$ cat src/rtl/operand_issuer_pkg.sv
// rtl/operand_issuer_pkg.sv - shared types, defaults and sizing helpers for operand_issuer
// Purpose: state encoding for the issue FSM, default operand width, pointer-width helper.
package operand_issuer_pkg;

  localparam int DEFAULT_DATAWIDTH = 32;

  typedef enum logic {
    ST_IDLE = 1'b0,
    ST_HOLD = 1'b1
  } state_t;

  // Address bits needed for a storage of 'depth' entries (at least one bit).
  function automatic int ptr_w(input int depth);
    return (depth > 1) ? $clog2(depth) : 1;
  endfunction

endpackage

$ cat src/rtl/operand_fifo.sv
// rtl/operand_fifo.sv - circular FIFO holding packed operand triples
// Purpose: storage, read/write pointers and registered occupancy for operand_issuer.
// Ports:
//   i_clk, i_rst_n         clock, asynchronous active-low reset
//   i_push_valid, o_ready  push handshake; o_ready decoded from registered count
//   i_push_data            packed triple to store
//   i_pop                  consume the head entry (ignored when empty)
//   o_rd_data              head entry (valid when o_count != 0)
//   o_count                occupancy 0..DEPTH
module operand_fifo
  import operand_issuer_pkg::*;
#(
  parameter int WIDTH = 3 * DEFAULT_DATAWIDTH,
  parameter int DEPTH = 4
) (
  input  logic                     i_clk,
  input  logic                     i_rst_n,
  input  logic                     i_push_valid,
  output logic                     o_ready,
  input  logic [WIDTH-1:0]         i_push_data,
  input  logic                     i_pop,
  output logic [WIDTH-1:0]         o_rd_data,
  output logic [$clog2(DEPTH):0]   o_count
);

  localparam int PW = ptr_w(DEPTH);
  localparam int CW = $clog2(DEPTH) + 1;
  localparam logic [CW-1:0] FULL_COUNT = CW'(DEPTH);

  logic [WIDTH-1:0] r_mem [DEPTH];
  logic [PW-1:0]    r_wr_ptr;
  logic [PW-1:0]    r_rd_ptr;
  logic [CW-1:0]    r_count;
  logic             w_push;
  logic             w_pop;

  // Full refuses a push even if a pop happens on the same edge (no bypass).
  assign o_ready   = (r_count != FULL_COUNT);
  assign w_push    = i_push_valid && o_ready;
  assign w_pop     = i_pop && (r_count != '0);
  assign o_rd_data = r_mem[r_rd_ptr];
  assign o_count   = r_count;

  // Storage is not reset: contents are meaningless once the pointers clear.
  always_ff @(posedge i_clk) begin
    if (w_push) begin
      r_mem[r_wr_ptr] <= i_push_data;
    end
  end

  // DEPTH is a power of two, so pointers wrap by natural overflow.
  always_ff @(posedge i_clk or negedge i_rst_n) begin
    if (!i_rst_n) begin
      r_wr_ptr <= '0;
      r_rd_ptr <= '0;
      r_count  <= '0;
    end else begin
      if (w_push) begin
        r_wr_ptr <= r_wr_ptr + 1'b1;
      end
      if (w_pop) begin
        r_rd_ptr <= r_rd_ptr + 1'b1;
      end
      case ({w_push, w_pop})
        2'b10:   r_count <= r_count + 1'b1;
        2'b01:   r_count <= r_count - 1'b1;
        default: r_count <= r_count;
      endcase
    end
  end

endmodule

$ cat src/rtl/operand_issuer.sv
// rtl/operand_issuer.sv - queues signed operand triples and issues each one held for HOLD cycles
// Purpose: back-pressured operand source for the registered datapath circuits.
// Ports:
//   Clk, Rst                clock, asynchronous active-low reset
//   in_valid, in_ready      producer handshake for in_a/in_b/in_c
//   in_a, in_b, in_c        incoming signed operands
//   a, b, c                 registered operands to the datapath
//   issue                   one-cycle pulse when a/b/c take a new triple
//   busy                    high while a triple is being held
//   count                   FIFO occupancy (registered)
module operand_issuer
  import operand_issuer_pkg::*;
#(
  parameter int DATAWIDTH = DEFAULT_DATAWIDTH,
  parameter int DEPTH     = 4,
  parameter int HOLD      = 2
) (
  input  logic                        Clk,
  input  logic                        Rst,
  input  logic                        in_valid,
  output logic                        in_ready,
  input  logic signed [DATAWIDTH-1:0] in_a,
  input  logic signed [DATAWIDTH-1:0] in_b,
  input  logic signed [DATAWIDTH-1:0] in_c,
  output logic signed [DATAWIDTH-1:0] a,
  output logic signed [DATAWIDTH-1:0] b,
  output logic signed [DATAWIDTH-1:0] c,
  output logic                        issue,
  output logic                        busy,
  output logic [$clog2(DEPTH):0]      count
);

  localparam int HW = (HOLD > 1) ? $clog2(HOLD) : 1;
  localparam logic [HW-1:0] HOLD_LOAD = HW'(HOLD - 1);

  state_t                 r_state;
  logic [HW-1:0]          r_hold_cnt;
  logic                   w_pop;
  logic [3*DATAWIDTH-1:0] w_rd_data;
  logic [$clog2(DEPTH):0] w_count;

  operand_fifo #(
    .WIDTH (3 * DATAWIDTH),
    .DEPTH (DEPTH)
  ) u_fifo (
    .i_clk        (Clk),
    .i_rst_n      (Rst),
    .i_push_valid (in_valid),
    .o_ready      (in_ready),
    .i_push_data  ({in_a, in_b, in_c}),
    .i_pop        (w_pop),
    .o_rd_data    (w_rd_data),
    .o_count      (w_count)
  );

  assign count = w_count;

  // Pop when idle, or on the last hold edge for a back-to-back reissue.
  assign w_pop = (w_count != '0) &&
                 ((r_state == ST_IDLE) || (r_hold_cnt == '0));

  always_ff @(posedge Clk or negedge Rst) begin
    if (!Rst) begin
      r_state    <= ST_IDLE;
      r_hold_cnt <= '0;
      a          <= '0;
      b          <= '0;
      c          <= '0;
      issue      <= 1'b0;
      busy       <= 1'b0;
    end else if (w_pop) begin
      a          <= w_rd_data[3*DATAWIDTH-1:2*DATAWIDTH];
      b          <= w_rd_data[2*DATAWIDTH-1:DATAWIDTH];
      c          <= w_rd_data[DATAWIDTH-1:0];
      issue      <= 1'b1;
      busy       <= 1'b1;
      r_hold_cnt <= HOLD_LOAD;
      r_state    <= ST_HOLD;
    end else begin
      issue <= 1'b0;
      if (r_state == ST_HOLD) begin
        if (r_hold_cnt == '0) begin
          r_state <= ST_IDLE;
          busy    <= 1'b0;
        end else begin
          r_hold_cnt <= r_hold_cnt - 1'b1;
        end
      end
    end
  end

endmodule
$ cat config.mk
export PLATFORM = sky130hd
export DESIGN_NAME = operand_issuer
export DESIGN_NICKNAME = d
export VERILOG_FILES = /design/src/rtl/operand_issuer_pkg.sv /design/src/rtl/operand_fifo.sv /design/src/rtl/operand_issuer.sv
export SDC_FILE = /design/constraint.sdc
export NUM_CORES = 1
export LEC_CHECK = 0
export ABC_AREA = 0
export ABC_CLOCK_PERIOD_IN_PS = 3600
export CAP_MARGIN = 20
export CORE_MARGIN = 2
export CORE_UTILIZATION = 30
export DETAILED_ROUTE_END_ITERATION = 10
export PLACE_DENSITY = 0.49
export REMOVE_ABC_BUFFERS = 1
export SLEW_MARGIN = 10
export SYNTH_ARGS = -nofsm -noshare
export SYNTH_HDL_FRONTEND = slang
export SYNTH_SLANG_ARGS = --single-unit
$ cat constraint.sdc
create_clock -name Clk -period 3.6 [get_ports Clk]
set_input_delay 0.36 -clock Clk [delete_from_list [all_inputs] [get_ports Clk]]
set_output_delay 0.36 -clock Clk [all_outputs]
set_load 0.02 [all_outputs]
==> impl_metrics.tcl <==
set metrics [dict create \
    outcome "completed" \
    mostFrequentLayoutCells "384 x edfxtp_1, 199 x clkdlybuf4s50_1, 105 x dfrtp_1, 96 x mux4_2, 77 x mux2_2" \
    cp-start-kind "register" \
    r2r-start "u_fifo.o_count[1]" \
    required_ps 3240 \
    cts.sinks 491 \
    wl_per_cell_um 21.3 \
    setup_tns_ps 0 \
    io_buffers 200 \
    cp_slowest_cell "clkdlybuf4s50_1" \
    yosys.area.top_type "edfxtp_1" \
    overflow 0 \
    cts_buffers 56 \
    drt-total-wl_mm 38.9 \
    yosysWarnings 0 \
    slew_headroom_pct 57.4 \
    path_max_fanout 6 \
    drt_iter0_drc 428 \
    cts_resized 0 \
    maxCapViolations 0 \
    synthTopCellsByArea "edfxtp_1 64%, dfrtp_1 15%, mux4_2 12%" \
    tritoncts "built" \
    finalCritPeriodShare_pct 68.7 \
    r2r_cells 9 \
    setup_violations 0 \
    die_area_mm2 0.0620 \
    power_w 0.0209 \
    r2r_end "u_fifo.o_count[2]" \
    slew_viol_final 0 \
    final_common_cell "edfxtp_1" \
    rsz0062_at_grt "no" \
    critPathTopFamily "buffers and inverters" \
    final_antenna_net_count 0 \
    peakVddDrop_v 0.000450 \
    synth_cell_types 26 \
    initial_core_util_pct 30.4 \
    fin_util_pct 38.6 \
    place_ws_ps 1230 \
    power_density_mw_per_mm2 915 \
    ys_seq_area_share_pct 78.9 \
    dp_hpwl_mm 22.0 \
    die_y_um 249 \
    fin_crit_ps 2470 \
    ys_ff_latch 491 \
    post_cts.repair.setup_buffers 0 \
    post-route-worst-setup-slack_ps 1130 \
    synth_area_mm2 0.0180 \
    grt_pass1_wl_mm 59.8 \
    syn-mean-instance-area_um2 23.9 \
    nets 1103 \
    clock_latency_ps 600 \
    drc 0 \
    hold_viol 0 \
    syn2layout_area_growth_pct 27.1 \
    grt_usage_pct 12.8 \
    clockBufferDepth 3 \
    hold_ws_ps 311 \
    worstPathArrival_ps 2110 \
    crit_chain "or3b_1 -> clkdlybuf4s50_1" \
    finClkSkew_ps 13.4 \
    drt-pass1-iter-count 4 \
    h-tree-depth 2 \
    rows 89 \
    hp-class "in2async" \
    worst_setup_path_end_kind "primary output" \
    yosysTopAreaCellShare_pct 64.0 \
    viasPerCell 4.51 \
    io_pins 201 \
    worst_pin_slew_ps 639 \
    drive_gt1_share_pct 29.0 \
    core_mm2 0.0592 \
    die_w_um 249 \
    via_count 8219 \
    grt_max_degree 84 \
    root_buffer "clkbuf_16" \
    leakage_nw 7.78 \
    syn-instance-count 754 \
    clkTransAtPathRegs_ps 60 \
    r2r_slack_ps 1280 \
    grt_pass1_vias 9209 \
    antenna_found_initial 2 \
    hold_buffers 1 \
    path_class "reg2out" \
    critPathMaxStageDelay_ps 600 \
    fmaxAchievable_ghz 0.404 \
    crit_buf_inv 1 \
    gp_congestion 0.696 \
]
[cells by family (layout without fill, tap and decap cells)]
group           after synthesis  after routing  synth area share, %
other cells                   0              4                    0
mux                         193            193                 18.5
simple gates                 15             15                0.507
buf+inv                      40            332                 1.27
flops                       491            491                 78.9
xor+xnor                      6              6                0.292
fa+ha+maj                     6              6                0.458
compound gates                3              3               0.0973
[routing by layer]
metal | global-route usage (%) | routed length (um) | vias up
met5 | 0 | 0 | -
met4 | 4.17 | 891 | 0
met3 | 2.99 | 1880 | 64
met2 | 21.2 | 19000 | 180
met1 | 16.8 | 17100 | 4382
li1 | - | - | 3593
[how the worst max path moves through the flow]
stage	from	endpoint	slack (ps)	depth (start not counted)
detailed placement	in_valid	u_fifo.r_mem[2][11]	1230	3
global route	u_fifo.o_count[1]	in_ready	1060	2
CTS	u_fifo.o_count[1]	in_ready	1100	2
finish	u_fifo.o_count[1]	in_ready	1130	2
floorplan	u_fifo.r_rd_ptr[0]	c[10]	-1220	2
global placement	in_valid	u_fifo.r_mem[2][11]	1240	3
[layout make-up]
cell class / count / area (um2)
antenna: 4 / 10.0
clock buffer: 73 / 1520
clock inverter: 33 / 256
fill: 5426 / 36400
inverter: 8 / 32.5
multi-input combinational: 223 / 3590
sequential: 491 / 14200
tap: 773 / 967
timing repair buffer: 218 / 2290
[worst reg2reg max path: stages (launching register included)]
cell and delay (ps):
dfrtp_1 430, or3b_1 500, and2_1 240, inv_1 70, ha_1 170, inv_1 60, fa_1 370, xor2_1 160
nor2_1 110, xor2_1 140
[metrics by stage]
| stage | instances | area, um2 |
|---|---|---|
| 6_report | 1823 | 22900 |
| 3_3_place_gp | 1712 | 21100 |
| 2_1_floorplan | 722 | 17800 |
| 5_1_grt | 1820 | 22900 |
| 4_1_cts | 1819 | 22900 |
| 3_5_place_dp | 1712 | 21100 |
[flip-flops by register name, summed over array words and instances (netlist names)]
signal and count:
busy 1, r_state 1, u_fifo.r_mem 384, u_fifo.r_wr_ptr 2, c 32, u_fifo.o_count 3, issue 1, u_fifo.r_rd_ptr 2
a 32, b 32, r_hold_cnt 1
[synth_stat cells, drive strengths merged]
master	n
mux2	97
clkbuf	7
a21o	1
inv	8
ha	5
or3	1
nand3	1
dfrtp	107
or3b	1
fa	1
o21ai	2
nor3	1
xor2	2
and2	1
edfxtp	384
nor2	1
xnor2	4
mux4	96
buf	25
and3	4
nand2	5
[where the power goes]
part	total, W	internal [W]	switching [W]	leakage (nW)
clock network	0.00545	0.00319	0.00226	0.869
registers	0.00843	0.00778	0.000651	4.76
logic	0.00705	0.00369	0.00337	2.15
total	0.0209	0.0147	0.00628	7.78
(Power assumes the default switching activity.)
